## config.mk

```make
export PLATFORM = sky130hd
export DESIGN_NAME = dispatch_ctrl_flat
export DESIGN_NICKNAME = d
export VERILOG_FILES = /design/src/rtl/dispatch_ctrl_if.sv /design/src/rtl/dispatch_ctrl.sv /design/src/flat_wrapper.sv
export SDC_FILE = /design/constraint.sdc
export NUM_CORES = 1
export LEC_CHECK = 0
export CORE_MARGIN = 2
export CORE_UTILIZATION = 35
export CTS_CLUSTER_DIAMETER = 40
export CTS_CLUSTER_SIZE = 25
export DETAILED_ROUTE_END_ITERATION = 10
export PLACE_DENSITY = 0.63
export REMOVE_ABC_BUFFERS = 1
export SYNTH_ARGS = -nofsm -noshare
export SYNTH_HDL_FRONTEND = slang
export SYNTH_SLANG_ARGS = --single-unit
```

## constraint.sdc

```tcl
create_clock -name clk -period 3.4 [get_ports clk]
set_clock_uncertainty 0.1 [all_clocks]
set_input_delay 0.51 -clock clk [delete_from_list [all_inputs] [get_ports clk]]
set_output_delay 0.51 -clock clk [all_outputs]
set_load 0.01 [all_outputs]
```

## src/rtl/dispatch_ctrl_if.sv

```systemverilog
// dispatch_ctrl_if: bundles the decode-side and issue-side handshakes of dispatch_ctrl.
//
// Signals:
//   dec_valid    decode -> ctrl   decoded uop offered
//   dec_ready    ctrl -> decode   FIFO can accept
//   dec_uop      decode -> ctrl   opaque uop payload
//   dec_iq_type  decode -> ctrl   target queue: 0=INT, 1=MEM, 2=FP, 3=illegal
//   dec_is_br    decode -> ctrl   uop allocates a branch tag
//   iq_valid     ctrl -> queues   one-hot dispatch strobe, bit index = queue type
//   iq_ready     queues -> ctrl   per-queue accept
//   iq_uop       ctrl -> queues   head payload
//   iq_br_tag    ctrl -> queues   branch tag attached to the head uop
//
// Modports: master = decode/issue-queue side, slave = dispatch_ctrl.
interface dispatch_ctrl_if #(
    parameter int unsigned UOP_W = 64,
    parameter int unsigned TAG_W = 2
);
    logic             dec_valid;
    logic             dec_ready;
    logic [UOP_W-1:0] dec_uop;
    logic [1:0]       dec_iq_type;
    logic             dec_is_br;
    logic [2:0]       iq_valid;
    logic [2:0]       iq_ready;
    logic [UOP_W-1:0] iq_uop;
    logic [TAG_W-1:0] iq_br_tag;

    modport master (
        output dec_valid, dec_uop, dec_iq_type, dec_is_br, iq_ready,
        input  dec_ready, iq_valid, iq_uop, iq_br_tag
    );

    modport slave (
        input  dec_valid, dec_uop, dec_iq_type, dec_is_br, iq_ready,
        output dec_ready, iq_valid, iq_uop, iq_br_tag
    );
endinterface

```

## src/rtl/dispatch_ctrl.sv

```systemverilog
// dispatch_ctrl: buffers decoded uops in a small in-order FIFO and routes the head entry to
// the INT, MEM or FP issue queue selected by its type. Branch dispatch is throttled against a
// bounded count of unresolved branches, and every dispatched uop carries a branch tag.
// A flush discards all buffered entries and branch bookkeeping.
//
// Ports:
//   clk          clock, all state on the rising edge
//   rst          synchronous reset, active-high
//   bus          decode/issue handshakes (dispatch_ctrl_if.slave)
//   br_resolve   oldest unresolved branch resolved (in order)
//   flush        discard everything buffered; highest priority after rst
//   br_inflight  number of unresolved dispatched branches
//   fifo_count   FIFO occupancy
//   err_illegal  one-cycle pulse after an illegal-type head entry is dropped
//
// DEPTH and MAX_BR must be powers of two; TAG_W must equal log2(MAX_BR).
module dispatch_ctrl #(
    parameter int unsigned DEPTH  = 4,
    parameter int unsigned UOP_W  = 64,
    parameter int unsigned MAX_BR = 4,
    parameter int unsigned TAG_W  = 2
) (
    input  logic                      clk,
    input  logic                      rst,
    dispatch_ctrl_if.slave            bus,
    input  logic                      br_resolve,
    input  logic                      flush,
    output logic [$clog2(MAX_BR):0]   br_inflight,
    output logic [$clog2(DEPTH):0]    fifo_count,
    output logic                      err_illegal
);

    localparam int unsigned PTR_W = $clog2(DEPTH);
    localparam int unsigned CNT_W = PTR_W + 1;
    localparam int unsigned BR_W  = $clog2(MAX_BR) + 1;

    localparam logic [CNT_W-1:0] CNT_FULL = CNT_W'(DEPTH);
    localparam logic [CNT_W-1:0] CNT_ONE  = CNT_W'(1);
    localparam logic [PTR_W-1:0] PTR_ONE  = PTR_W'(1);
    localparam logic [BR_W-1:0]  BR_FULL  = BR_W'(MAX_BR);
    localparam logic [BR_W-1:0]  BR_ONE   = BR_W'(1);
    localparam logic [TAG_W-1:0] TAG_ONE  = TAG_W'(1);

    localparam logic [1:0] TYPE_ILLEGAL = 2'd3;

    // ------------------------------------------------------------------
    // Storage and state
    // ------------------------------------------------------------------
    logic [UOP_W-1:0] uop_mem  [DEPTH];
    logic [1:0]       type_mem [DEPTH];
    logic [DEPTH-1:0] br_mem;

    logic [PTR_W-1:0] wr_ptr_q, wr_ptr_d;
    logic [PTR_W-1:0] rd_ptr_q, rd_ptr_d;
    logic [CNT_W-1:0] count_q, count_d;
    logic [BR_W-1:0]  inflight_q, inflight_d;
    logic [TAG_W-1:0] tag_ptr_q, tag_ptr_d;
    logic             err_q, err_d;

    // ------------------------------------------------------------------
    // Head decode and handshakes
    // ------------------------------------------------------------------
    logic       dec_ready;
    logic       enq;
    logic       head_valid;
    logic [1:0] head_type;
    logic       head_br;
    logic       head_legal;
    logic       br_stall;
    logic [2:0] iq_valid;
    logic       dispatch;
    logic       drop_illegal;
    logic       deq;
    logic       br_dispatch;
    logic       resolve_ok;

    // Ready depends only on registered occupancy, never on the issue side.
    assign dec_ready  = (count_q != CNT_FULL);
    assign enq        = bus.dec_valid & dec_ready & ~flush;

    assign head_valid = (count_q != '0);
    assign head_type  = type_mem[rd_ptr_q];
    assign head_br    = br_mem[rd_ptr_q];
    assign head_legal = (head_type != TYPE_ILLEGAL);

    // A branch at the head waits while every tag is still unresolved.
    assign br_stall   = head_br & (inflight_q == BR_FULL);

    always_comb begin
        iq_valid = 3'b000;
        if (head_valid && head_legal && !br_stall && !flush) begin
            unique case (head_type)
                2'd0:    iq_valid = 3'b001;
                2'd1:    iq_valid = 3'b010;
                2'd2:    iq_valid = 3'b100;
                default: iq_valid = 3'b000;
            endcase
        end
    end

    assign dispatch     = |(iq_valid & bus.iq_ready);
    // Illegal entries leave the FIFO silently so they cannot block younger uops.
    assign drop_illegal = head_valid & ~head_legal & ~flush;
    assign deq          = dispatch | drop_illegal;
    assign br_dispatch  = dispatch & head_br;
    // Resolve with nothing outstanding is ignored to avoid underflow.
    assign resolve_ok   = br_resolve & (inflight_q != '0) & ~flush;

    // ------------------------------------------------------------------
    // Next-state logic
    // ------------------------------------------------------------------
    always_comb begin
        wr_ptr_d   = wr_ptr_q;
        rd_ptr_d   = rd_ptr_q;
        count_d    = count_q;
        inflight_d = inflight_q;
        tag_ptr_d  = tag_ptr_q;
        err_d      = drop_illegal;

        if (flush) begin
            wr_ptr_d   = '0;
            rd_ptr_d   = '0;
            count_d    = '0;
            inflight_d = '0;
            tag_ptr_d  = '0;
        end else begin
            if (enq) begin
                wr_ptr_d = wr_ptr_q + PTR_ONE;
            end
            if (deq) begin
                rd_ptr_d = rd_ptr_q + PTR_ONE;
            end

            unique case ({enq, deq})
                2'b10:   count_d = count_q + CNT_ONE;
                2'b01:   count_d = count_q - CNT_ONE;
                default: count_d = count_q;
            endcase

            // A branch issue and a resolve in the same cycle cancel out.
            unique case ({br_dispatch, resolve_ok})
                2'b10:   inflight_d = inflight_q + BR_ONE;
                2'b01:   inflight_d = inflight_q - BR_ONE;
                default: inflight_d = inflight_q;
            endcase

            if (br_dispatch) begin
                tag_ptr_d = tag_ptr_q + TAG_ONE;
            end
        end
    end

    // ------------------------------------------------------------------
    // State registers
    // ------------------------------------------------------------------
    always_ff @(posedge clk) begin
        if (rst) begin
            wr_ptr_q   <= '0;
            rd_ptr_q   <= '0;
            count_q    <= '0;
            inflight_q <= '0;
            tag_ptr_q  <= '0;
            err_q      <= 1'b0;
        end else begin
            wr_ptr_q   <= wr_ptr_d;
            rd_ptr_q   <= rd_ptr_d;
            count_q    <= count_d;
            inflight_q <= inflight_d;
            tag_ptr_q  <= tag_ptr_d;
            err_q      <= err_d;
        end
    end

    // Payload storage needs no reset: occupancy gates every use of it.
    always_ff @(posedge clk) begin
        if (enq && !rst) begin
            uop_mem[wr_ptr_q]  <= bus.dec_uop;
            type_mem[wr_ptr_q] <= bus.dec_iq_type;
            br_mem[wr_ptr_q]   <= bus.dec_is_br;
        end
    end

    // ------------------------------------------------------------------
    // Outputs
    // ------------------------------------------------------------------
    assign bus.dec_ready = dec_ready;
    assign bus.iq_valid  = iq_valid;
    assign bus.iq_uop    = uop_mem[rd_ptr_q];
    // Non-branches carry the tag of the youngest older branch.
    assign bus.iq_br_tag = head_br ? tag_ptr_q : (tag_ptr_q - TAG_ONE);

    assign br_inflight   = inflight_q;
    assign fifo_count    = count_q;
    assign err_illegal   = err_q;

endmodule

```

## src/flat_wrapper.sv

```systemverilog
// flat-port wrapper written by rule: the top's interface ports become plain ports
module dispatch_ctrl_flat 
#(
    parameter int unsigned DEPTH  = 4,
    parameter int unsigned UOP_W  = 64,
    parameter int unsigned MAX_BR = 4,
    parameter int unsigned TAG_W  = 2
)
  (clk, rst, br_resolve, flush, br_inflight, fifo_count, err_illegal, bus_dec_valid, bus_dec_uop, bus_dec_iq_type, bus_dec_is_br, bus_iq_ready, bus_dec_ready, bus_iq_valid, bus_iq_uop, bus_iq_br_tag);
  dispatch_ctrl_if #(.UOP_W(UOP_W), .TAG_W(TAG_W)) bus_i ();
  input  logic clk;
  input  logic rst;
  input  logic br_resolve;
  input  logic flush;
  output logic [$clog2(MAX_BR):0] br_inflight;
  output logic [$clog2(DEPTH):0] fifo_count;
  output logic err_illegal;
  input wire logic [$bits(bus_i.dec_valid)-1:0] bus_dec_valid;
  input wire logic [$bits(bus_i.dec_uop)-1:0] bus_dec_uop;
  input wire logic [$bits(bus_i.dec_iq_type)-1:0] bus_dec_iq_type;
  input wire logic [$bits(bus_i.dec_is_br)-1:0] bus_dec_is_br;
  input wire logic [$bits(bus_i.iq_ready)-1:0] bus_iq_ready;
  output wire logic [$bits(bus_i.dec_ready)-1:0] bus_dec_ready;
  output wire logic [$bits(bus_i.iq_valid)-1:0] bus_iq_valid;
  output wire logic [$bits(bus_i.iq_uop)-1:0] bus_iq_uop;
  output wire logic [$bits(bus_i.iq_br_tag)-1:0] bus_iq_br_tag;
  assign bus_i.dec_valid = bus_dec_valid;
  assign bus_i.dec_uop = bus_dec_uop;
  assign bus_i.dec_iq_type = bus_dec_iq_type;
  assign bus_i.dec_is_br = bus_dec_is_br;
  assign bus_i.iq_ready = bus_iq_ready;
  assign bus_dec_ready = bus_i.dec_ready;
  assign bus_iq_valid = bus_i.iq_valid;
  assign bus_iq_uop = bus_i.iq_uop;
  assign bus_iq_br_tag = bus_i.iq_br_tag;
  dispatch_ctrl #(.DEPTH(DEPTH), .UOP_W(UOP_W), .MAX_BR(MAX_BR), .TAG_W(TAG_W)) u_core (.clk(clk), .rst(rst), .bus(bus_i), .br_resolve(br_resolve), .flush(flush), .br_inflight(br_inflight), .fifo_count(fifo_count), .err_illegal(err_illegal));
endmodule
```

==> flow_summary.toml, run 1 <==
[run_status]
status = "finished, final reports clean"

[floorplanning]
die_w_um = 177
std_cell_rows = 63
start_util_pct = 35.5
die_h_um = 177
die_area_mm2 = 0.0314
io_pins = 152
core_area_mm2 = 0.0296

[routing]
finalWirelength_um = 20500
vias = 5153
drc = 0
postRouteAntennaNets = 0
wire_per_inst_um = 19.3
via_per_inst = 4.85
drt_iter0_drc = 349
drt_pre_antenna_iters = 4

[timing]
fmax_ghz = 0.310
relSlewSlack_pct = 53.8
finalMaxSlewViolations = 0
tightest_slew_ns = 0.693
period_minus_slack_ns = 3.23
setup_viol = 0
finalCritPeriodShare_pct = 94.9
finalHoldViolCount = 0
rsz0062_at_grt = "no"

[power]
peakVddDrop_mv = 0.448
power.density_mw_per_mm2 = 581
power.leakage_uw = 0.00443
finalPower_uw = 8120

[placed_design]
io_buffers = 151
post_dp_cell_area_mm2 = 0.0126
dp_hpwl_um = 12700
gp_congestion = 0.779

[setup_path]
cp-end-kind = "primary output"
path_max_fanout = 8
worstSetupPathType = "flip-flop to primary output"
cp.required_ns = 2.79
crit_path_cell_trace = "mux4_2 -> a2111o_1 -> nor2_1 -> clkdlybuf4s50_1"
crit_arrival_ns = 2.62
slowest_stage = "mux4_2"
crit_path_start_kind = "flip-flop"
cpPeakStageDelay_ns = 0.61

[clock_network]
post_cts_buffers = 0
cts_tree = "done"
root_buffer = "clkbuf_16"
clk_pin_slew_ns = 0.06
cts_buffers = 38
cts_buffer_depth = 3
clock_sink_count = 283
cts_hold_buf = 0
clock_latency_ns = 0.50
cts_max_level = 2

[cells_and_area]
design_area_mm2 = 0.0140
multi_input_area_mm2 = 0.00206
final_cell_mix = "edfxtp_1, clkdlybuf4s50_1, mux4_2"
final_common_cell = "edfxtp_1"
drive_gt1_share_pct = 24.4
area_delta_synth_final_pct = 33.1
n_fill_cell = 2476
regArea_mm2 = 0.00836
nNetsFinal = 725

[yosys]
synth_seq_cells = 283
synth_cell_types = 35
avgSynthCellArea_um2 = 23.2
synth_async_sr_flop_share_pct = 0
syn_inst = 453
synth_area_mm2 = 0.0105
synth-edff-count = 268
ys.flop_type = "edfxtp_1"
synth_seq_area_share_pct = 79.4
yosys_warnings = 0

[global_routing]
antenna_found_initial = 0
grt_pass1_vias = 5672
grt_max_degree = 44
grt_remaining_overflow = 0
grt_first_pass_wirelength_um = 31500
grt.total_usage_pct = 13.2

[job]
maxCapViolCount = 0

[min_path]
min_path_type = "flip-flop to flip-flop"
## state kept, by name (all words and copies together) (netlist names), named ones only
register            flops
u_core.rd_ptr_q         2
u_core.type_mem         8
u_core.br_inflight      3
u_core.br_mem           4
u_core.tag_ptr_q        2
u_core.wr_ptr_q         2
u_core.err_illegal      1
u_core.fifo_count       3
u_core.uop_mem        256
## area by class of cell
| class | instances | share of cell area [%] |
|---|---|---|
| clock buffers | 43 | 7.46 |
| diodes | 1 | 0.0179 |
| flip-flops and latches | 283 | 59.7 |
| multi-input cells | 142 | 14.8 |
| clock inverters | 27 | 2.09 |
| well taps | 390 | 3.49 |
| repair buffers | 165 | 12.1 |
| inverters | 12 | 0.322 |
## kinds of logic after synthesis
family          count (synthesis)  share of synthesized area (%)
compound gates                 17                           1.20
mux                            70                           14.6
buf+inv                        28                           1.14
fa+ha+maj                       8                           1.10
simple gates                   40                           1.92
flops                         283                           79.4
xor+xnor                        7                          0.583
## routing by layer
| layer | up-vias | part of all wire (%) | global-route usage [%] |
|---|---|---|---|
| met5 | - | 0 | 0 |
| met4 | 0 | 1.8 | 3.83 |
| met3 | 33 | 6.5 | 3.62 |
| met2 | 161 | 50 | 22.5 |
| met1 | 2667 | 41 | 16.5 |
| li1 | 2292 | - | - |
## worst paths after layout
| check | slack [ns] | start | cells after the start | end |
|---|---|---|---|---|
| worst max-delay path | 0.17 | u_core.rd_ptr_q[0] | 4 | bus_iq_valid[1] |
| worst min-delay path | 0.42 | u_core.rd_ptr_q[1] | 2 | flip-flop |
| worst max register to register | 0.25 | u_core.rd_ptr_q[0] | 10 | u_core.fifo_count[2] |
| worst min register to register | 0.42 | u_core.rd_ptr_q[1] | 2 | flip-flop |
## cells in the mapped netlist (all sizes together), types with 2 or more instances
cell    count  area share (%)
a21o        3            0.24
a21oi       6            0.32
and3        4            0.24
buf         8            0.43
clkbuf      8            0.29
dfxtp      15             2.9
edfxtp    268              77
fa          2            0.38
ha          6            0.71
inv        12            0.43
mux2i       3            0.29
mux4       67              14
nand2       4            0.14
nand3       3            0.14
nor2       17            0.61
nor3        3            0.14
o21ai       2           0.095
or2         2            0.12
or3         4            0.29
xnor2       2            0.17
xor2        5            0.42
## repair_timing
item | 4_1_cts | 5_1_grt
endpoints found under the setup margin | 43 | 0
endpoints found under the hold margin | 0 | 0
resized for setup | 1 | 0
## metrics by stage
stage | hold slack [ns] | setup TNS, ns | setup WS, ns | util [%] | instances
detailed placement | 0.409 | 0 | 0.160 | 42.7 | 992
CTS | 0.426 | 0 | 0.144 | 47.2 | 1062
global route | 0.449 | 0 | 0.0559 | 47.2 | 1062
finish | 0.423 | 0 | 0.173 | 47.2 | 1063
floorplan | 0.378 | -67.61 | -2.03 | - | 437
global placement | 0.396 | 0 | 0.259 | 42.7 | 992
## critical path: cells and delay by family, from the launching register on
| family | cells | cell delay, ns |
|---|---|---|
| multiplexers | 1 | 0.61 |
| AND/OR/NAND/NOR | 1 | 0.11 |
| AO/OA/AOI/OAI | 1 | 0.49 |
| buffers and inverters | 1 | 0.54 |
| flip-flops | 1 | 0.37 |
## where the power goes
part / switching, uW / internal, uW
registers: 9.20 / 3850
logic: 122 / 163
clock network: 1590 / 2390
total: 1720 / 6400
Note: power is estimated with default switching activity, not from simulation.
==> inputs of run 2 (changes only) <==
Settings changed: CAP_MARGIN set to 20, CORE_MARGIN 2 to not set, CORE_UTILIZATION 35 to 40, PLACE_DENSITY 0.63 to 0.7.
==> run 2 against run 1 <==
Global-route usage increased by 2.2 points. Combinational power hardly changed. Utilization rose by 7.2 points. First-iteration DRC count decreased by 0.57%. Via count decreased by 0.45%. Count of clock-buffer cells in the layout rose by 3. Wire length decreased by 1.8%. Design area decreased by 0.89%. Sequential power hardly changed. Worst hold slack got worse by 0.0097 ns. Register-to-register slack got worse by 0.09 ns. Largest cell class unchanged. Non-clock buffer count is the same.
==> flow_summary.toml, run 2 (same netlist as run 1, synthesis figures left out) <==
[routing]
top_layer_used = "met4"
wl_met3_um = 1220
vias = 5130
finalWirelength_um = 20100
drt_iter0_drc = 347
via_per_inst = 5.12
wl_met1_um = 8280
drc = 0
drt_pre_antenna_iters = 6
met2_length_um = 10100
postRouteAntennaNets = 0
wire_per_inst_um = 20.1

[floorplanning]
start_util_pct = 41.3
die_area_mm2 = 0.0269
core_area_mm2 = 0.0255
io_pins = 152
die_h_um = 164
std_cell_rows = 58
die_w_um = 164

[cells_and_area]
final_common_cell = "edfxtp_1"
final_util_pct = 54.4
design_area_mm2 = 0.0139
largest_register_ff_count = 256
nNetsFinal = 725
n_fill_cell = 1923
drive_gt1_share_pct = 23.4
top_register = "u_core.uop_mem"
antenna_cells = 0
area_delta_synth_final_pct = 31.9
final_cell_mix = "edfxtp_1, clkdlybuf4s50_1, mux4_2"
reg.largest.list = "u_core.uop_mem: 256 flops, u_core.type_mem: 8 flops, u_core.br_mem: 4 flops"

[setup_path]
cp-end-kind = "flip-flop"
worstSetupPathType = "flip-flop to flip-flop"
reg2reg_slack_ns = 0.16
path_max_fanout = 6
cp.required_ns = 3.72
crit_arrival_ns = 3.56
crit_path_start_kind = "flip-flop"

[run_status]
status = "finished, final reports clean"

[job]
maxCapViolCount = 0

[clock_network]
cts_buffers = 38
clock_sink_count = 283
cts_max_level = 2
root_buffer = "clkbuf_16"
cts_tree = "done"
cts_buffer_depth = 3
clk_pin_slew_ns = 0.06
clock_latency_ns = 0.51

[global_routing]
grt.total_usage_pct = 15.4
grt_remaining_overflow = 0
grt_first_pass_wirelength_um = 30900
antenna_found_initial = 0
grt_max_degree = 37
grt_pass1_vias = 5532

[timing]
rsz0062_at_grt = "no"
period_minus_slack_ns = 3.24
finalHoldViolCount = 0
fin_ws_ns = 0.158
tightest_slew_ns = 0.591
relSlewSlack_pct = 60.6
finalCritPeriodShare_pct = 95.3
setup_viol = 0
finalMaxSlewViolations = 0
fmax_ghz = 0.308

[placed_design]
io_buffers = 151
dp_slack_ns = 0.0392
gp_congestion = 0.826
dp_hpwl_um = 12000
post_dp_cell_area_mm2 = 0.0125

[min_path]
min_path_type = "flip-flop to flip-flop"

[power]
power.density_mw_per_mm2 = 591
power.leakage_uw = 0.00442
peakVddDrop_mv = 0.500
-- run 2: cell types whose count changed in the layout (fill, tap and decap cells not counted), sizes merged --
cell    delta
inv        -6
bufinv     +4
clkbuf     +3
clkinv     -2
diode      -1
-- run 2: area by class of cell --
cell class | count | area, um^2 | area share (%)
multi-input combinational | 142 | 2060 | 14.9
inverter | 12 | 45.0 | 0.325
clock buffer | 46 | 1040 | 7.54
clock inverter | 23 | 282 | 2.03
timing repair buffer | 165 | 1660 | 12.0
tap | 330 | 413 | 2.98
sequential | 283 | 8360 | 60.3
-- run 2: path summary, 6_finish.rpt --
check / depth (start not counted) / from / to
worst min register to register: 2 / u_core.rd_ptr_q[1] / flip-flop
worst min-delay path: 2 / u_core.rd_ptr_q[1] / flip-flop
worst max register to register: 10 / u_core.rd_ptr_q[0] / u_core.fifo_count[2]
worst max-delay path: 10 / u_core.rd_ptr_q[0] / u_core.fifo_count[2]
-- run 2: routing by layer --
layer / vias up / global-route usage, %
met2: 165 / 25.7
met1: 2649 / 19.4
met3: 40 / 3.76
met5: - / 0
li1: 2276 / -
met4: 0 / 5.60
-- run 2: what timing repair did --
| action | CTS | global route |
|---|---|---|
| buffers inserted | 0 | 2 |
| hold buffers | 0 | 0 |
| resized for setup | 0 | 1 |
| setup endpoints to repair | 0 | 13 |
-- run 2: worst max-delay path: stages (launching register included) --
cell and delay, ns:
dfxtp_1 0.36, mux4_2 0.59, a2111o_1 0.47, nor2_1 0.19, or2_2 0.15, ha_1 0.17
inv_1 0.06, fa_1 0.38, xor2_1 0.16, or3_1 0.32, a21oi_1 0.20
-- run 2: per-stage QoR --
step / TNS (ns) / hold WS (ns) / std cells / total power, uW
2_1_floorplan: -67.61 / 0.378 / 437 / 4020
3_3_place_gp: 0 / 0.387 / 930 / 4200
3_5_place_dp: 0 / 0.394 / 930 / 4220
4_1_cts: 0 / 0.411 / 999 / 8290
5_1_grt: 0 / 0.442 / 1001 / 8420
6_report: 0 / 0.414 / 1001 / 8190
-- run 2: where the power goes --
group	total (uW)	switching, uW	internal, uW
Combinational	285	124	162
Clock	4040	1450	2600
Sequential	3860	9.20	3850
Total	8190	1580	6610
==> inputs of run 3 (changes only) <==
Settings changed: ABC_AREA set to 1.
==> run 3 against run 2 <==
The run now ends with DRC left. Setup slack improved by 0.090 ns. Critical path depth fell by 5. Die area rose by 2.5%. Largest cell class unchanged. Worst hold slack improved by 0.010 ns.
==> flow_summary.toml, run 3 <==
[power]
power.density_mw_per_mm2 = 579
pwr-share-comb_pct = 4.7
p_clk_share_pct = 47.8
power.leakage_uw = 0.00475
seqPwrFrac_pct = 47.4
p_sw_uw = 1700
internal-power_uw = 6450
swShare_pct = 20.8
peakVddDrop_mv = 0.490

[placed_design]
io_buffers = 151
dp_hpwl_um = 12800
post-place-cells = 1238
gp_congestion = 0.782
post_dp_cell_area_mm2 = 0.0128

[yosys]
avgSynthCellArea_um2 = 13.8
synth_seq_cells = 283
synth_area_mm2 = 0.0108
synth_top_cell_area_share_pct = 74.7
yosysTopAreaCell = "edfxtp_1"
synth_seq_area_share_pct = 77.5
synth.area.top_cells = "edfxtp_1, o21ai_0, nor2_1, o22ai_1, dfxtp_1"
synth_cell_types = 29
synth_async_sr_flop_share_pct = 0
syn_inst = 779
yosys-top-cells-count = "edfxtp_1, nor2_1, o21ai_0"
ys.flop_type = "edfxtp_1"
yosys_warnings = 0
synth-edff-count = 268
synth.most_common_cell = "edfxtp_1"

[setup_path]
worstSetupPathType = "flip-flop to primary output"
reg2reg_depth = 16
worstReg2RegEnd = "u_core.br_inflight[2]"
endpoint = "bus_iq_uop[13]"
crit_arrival_ns = 2.54
cp-end-kind = "primary output"
cp.required_ns = 2.79
reg2reg_slack_ns = 0.61
path_max_fanout = 53
crit_path_start_kind = "flip-flop"

[floorplanning]
core_area_mm2 = 0.0262
die_area_mm2 = 0.0276
start_util_pct = 41.1
die_h_um = 166
io_pins = 152
std_cell_rows = 59
die_w_um = 166

[clock_network]
clk_pin_slew_ns = 0.05
cts_buffers = 38
root_buffer = "clkbuf_16"
cts_tree = "done"
cts_buffer_depth = 3
clock_latency_ns = 0.50
post_cts_buffers = 0
clock_sink_count = 283
cts_max_level = 2

[timing]
finalCritPeriodShare_pct = 92.7
period_minus_slack_ns = 3.15
tightest_slew_ns = 0.529
rsz0062_at_grt = "no"
finalHoldViolCount = 0
relSlewSlack_pct = 64.7
fmax_ghz = 0.317
setup_viol = 0
finalMaxSlewViolations = 0

[global_routing]
grt_pass1_vias = 6825
antenna_found_initial = 1
grt_remaining_overflow = 0
grt_max_degree = 107
grt_first_pass_wirelength_um = 35700
grt.total_usage_pct = 16.5

[job]
maxCapViolCount = 0

[min_path]
hp-start = "u_core.fifo_count[2]"
min_path_type = "flip-flop to flip-flop"

[cells_and_area]
drive_gt1_share_pct = 10.7
regArea_mm2 = 0.00835
final_cell_mix = "edfxtp_1, clkdlybuf4s50_1, nor2_1"
n_fill_cell = 2119
area_delta_synth_final_pct = 30.6
multi_input_area_mm2 = 0.00216
top_register = "u_core.uop_mem"
reg.largest.list = "u_core.uop_mem: 256 flops, u_core.type_mem: 8 flops, u_core.br_mem: 4 flops"
design_area_mm2 = 0.0141
largest_register_ff_count = 256
fin_cells = 1309
final_common_cell = "edfxtp_1"
nNetsFinal = 1027
final_util_pct = 53.7

[routing]
drc = 20
via_per_inst = 5.18
wire_per_inst_um = 17.5
finalWirelength_um = 22900
drt_pre_antenna_iters = 8
drt_iter0_drc = 402
postRouteAntennaNets = 0
vias = 6775

[run_status]
violations = "DRC"
status = "complete, but fails checks"
## run 3: changes by cell type after synthesis, sizes merged, moves of 9 or more
| cell | delta |
|---|---|
| nand2 | +28 |
| o21ai | +137 |
| nand3 | +9 |
| mux4 | -67 |
| inv | +17 |
| clkbuf | +29 |
| o22ai | +64 |
| nor2 | +130 |
## run 3: worst min-delay path by stage
stage	slack, ns	depth (start not counted)	to
after floorplan	0.39	2	u_core.wr_ptr_q[1]
after global placement	0.42	2	u_core.tag_ptr_q[1]
after detailed placement	0.42	2	u_core.fifo_count[2]
after CTS	0.43	2	u_core.fifo_count[2]
after global routing	0.46	2	u_core.wr_ptr_q[1]
final	0.42	2	u_core.fifo_count[2]
## run 3: cell families (layout without fill, tap and decap cells)
family | after synthesis | in the layout | share of synthesized area (%)
AO/OA/AOI/OAI | 217 | 217 | 10.8
adder cells (fa/ha/maj) | 8 | 8 | 1.07
other | 0 | 1 | 0
AND/OR/NAND/NOR | 195 | 195 | 7.64
XOR/XNOR | 3 | 3 | 0.244
buffers and inverters | 73 | 267 | 2.71
flip-flops | 283 | 283 | 77.5
## run 3: area by class of cell
class                   instances  area share (%)
multi-input cells             423            15.4
well taps                     335            2.98
clock inverters                24            1.92
inverters                      29           0.791
flip-flops and latches        283            59.3
diodes                          1          0.0178
clock buffers                  45            7.17
repair buffers                169            12.4
## run 3: worst max-delay path, stage by stage, from the launching register on
cell and delay, ns:
dfxtp_4 0.43, inv_4 0.31, buf_16 0.26, o21ai_0 0.14, o22ai_1 0.24, clkdlybuf4s50_1 0.60
## run 3: power by group through the flow
stage          clock network (uW)  registers [uW]  logic, uW
6_report                     3900            3870        386
5_1_grt                      4130            3870        421
4_1_cts                      3980            3870        388
3_5_place_dp                    0            3940        386
3_3_place_gp                    0            3940        380
2_1_floorplan                   0            3950        121
## run 3: metrics by stage
step	hold WS [ns]	setup slack (ns)	setup TNS (ns)	power [uW]
2_1_floorplan	0.390	-1.71	-367.31	4070
3_3_place_gp	0.417	0.366	0	4320
3_5_place_dp	0.420	0.303	0	4330
4_1_cts	0.426	0.0793	0	8230
5_1_grt	0.465	0.0950	0	8420
6_report	0.424	0.248	0	8150
## run 3: layer usage
layer	track usage (%)	vias to the layer above	wire length (um)
li1	-	3222	-
met1	20.5	3302	9420
met2	28.0	212	11300
met3	4.53	39	1730
met4	5.61	0	488
met5	0	-	0
## run 3: repair_timing
item,CTS,global route
resized for setup,0,1
setup endpoints to repair,0,4
hold buffers,0,0
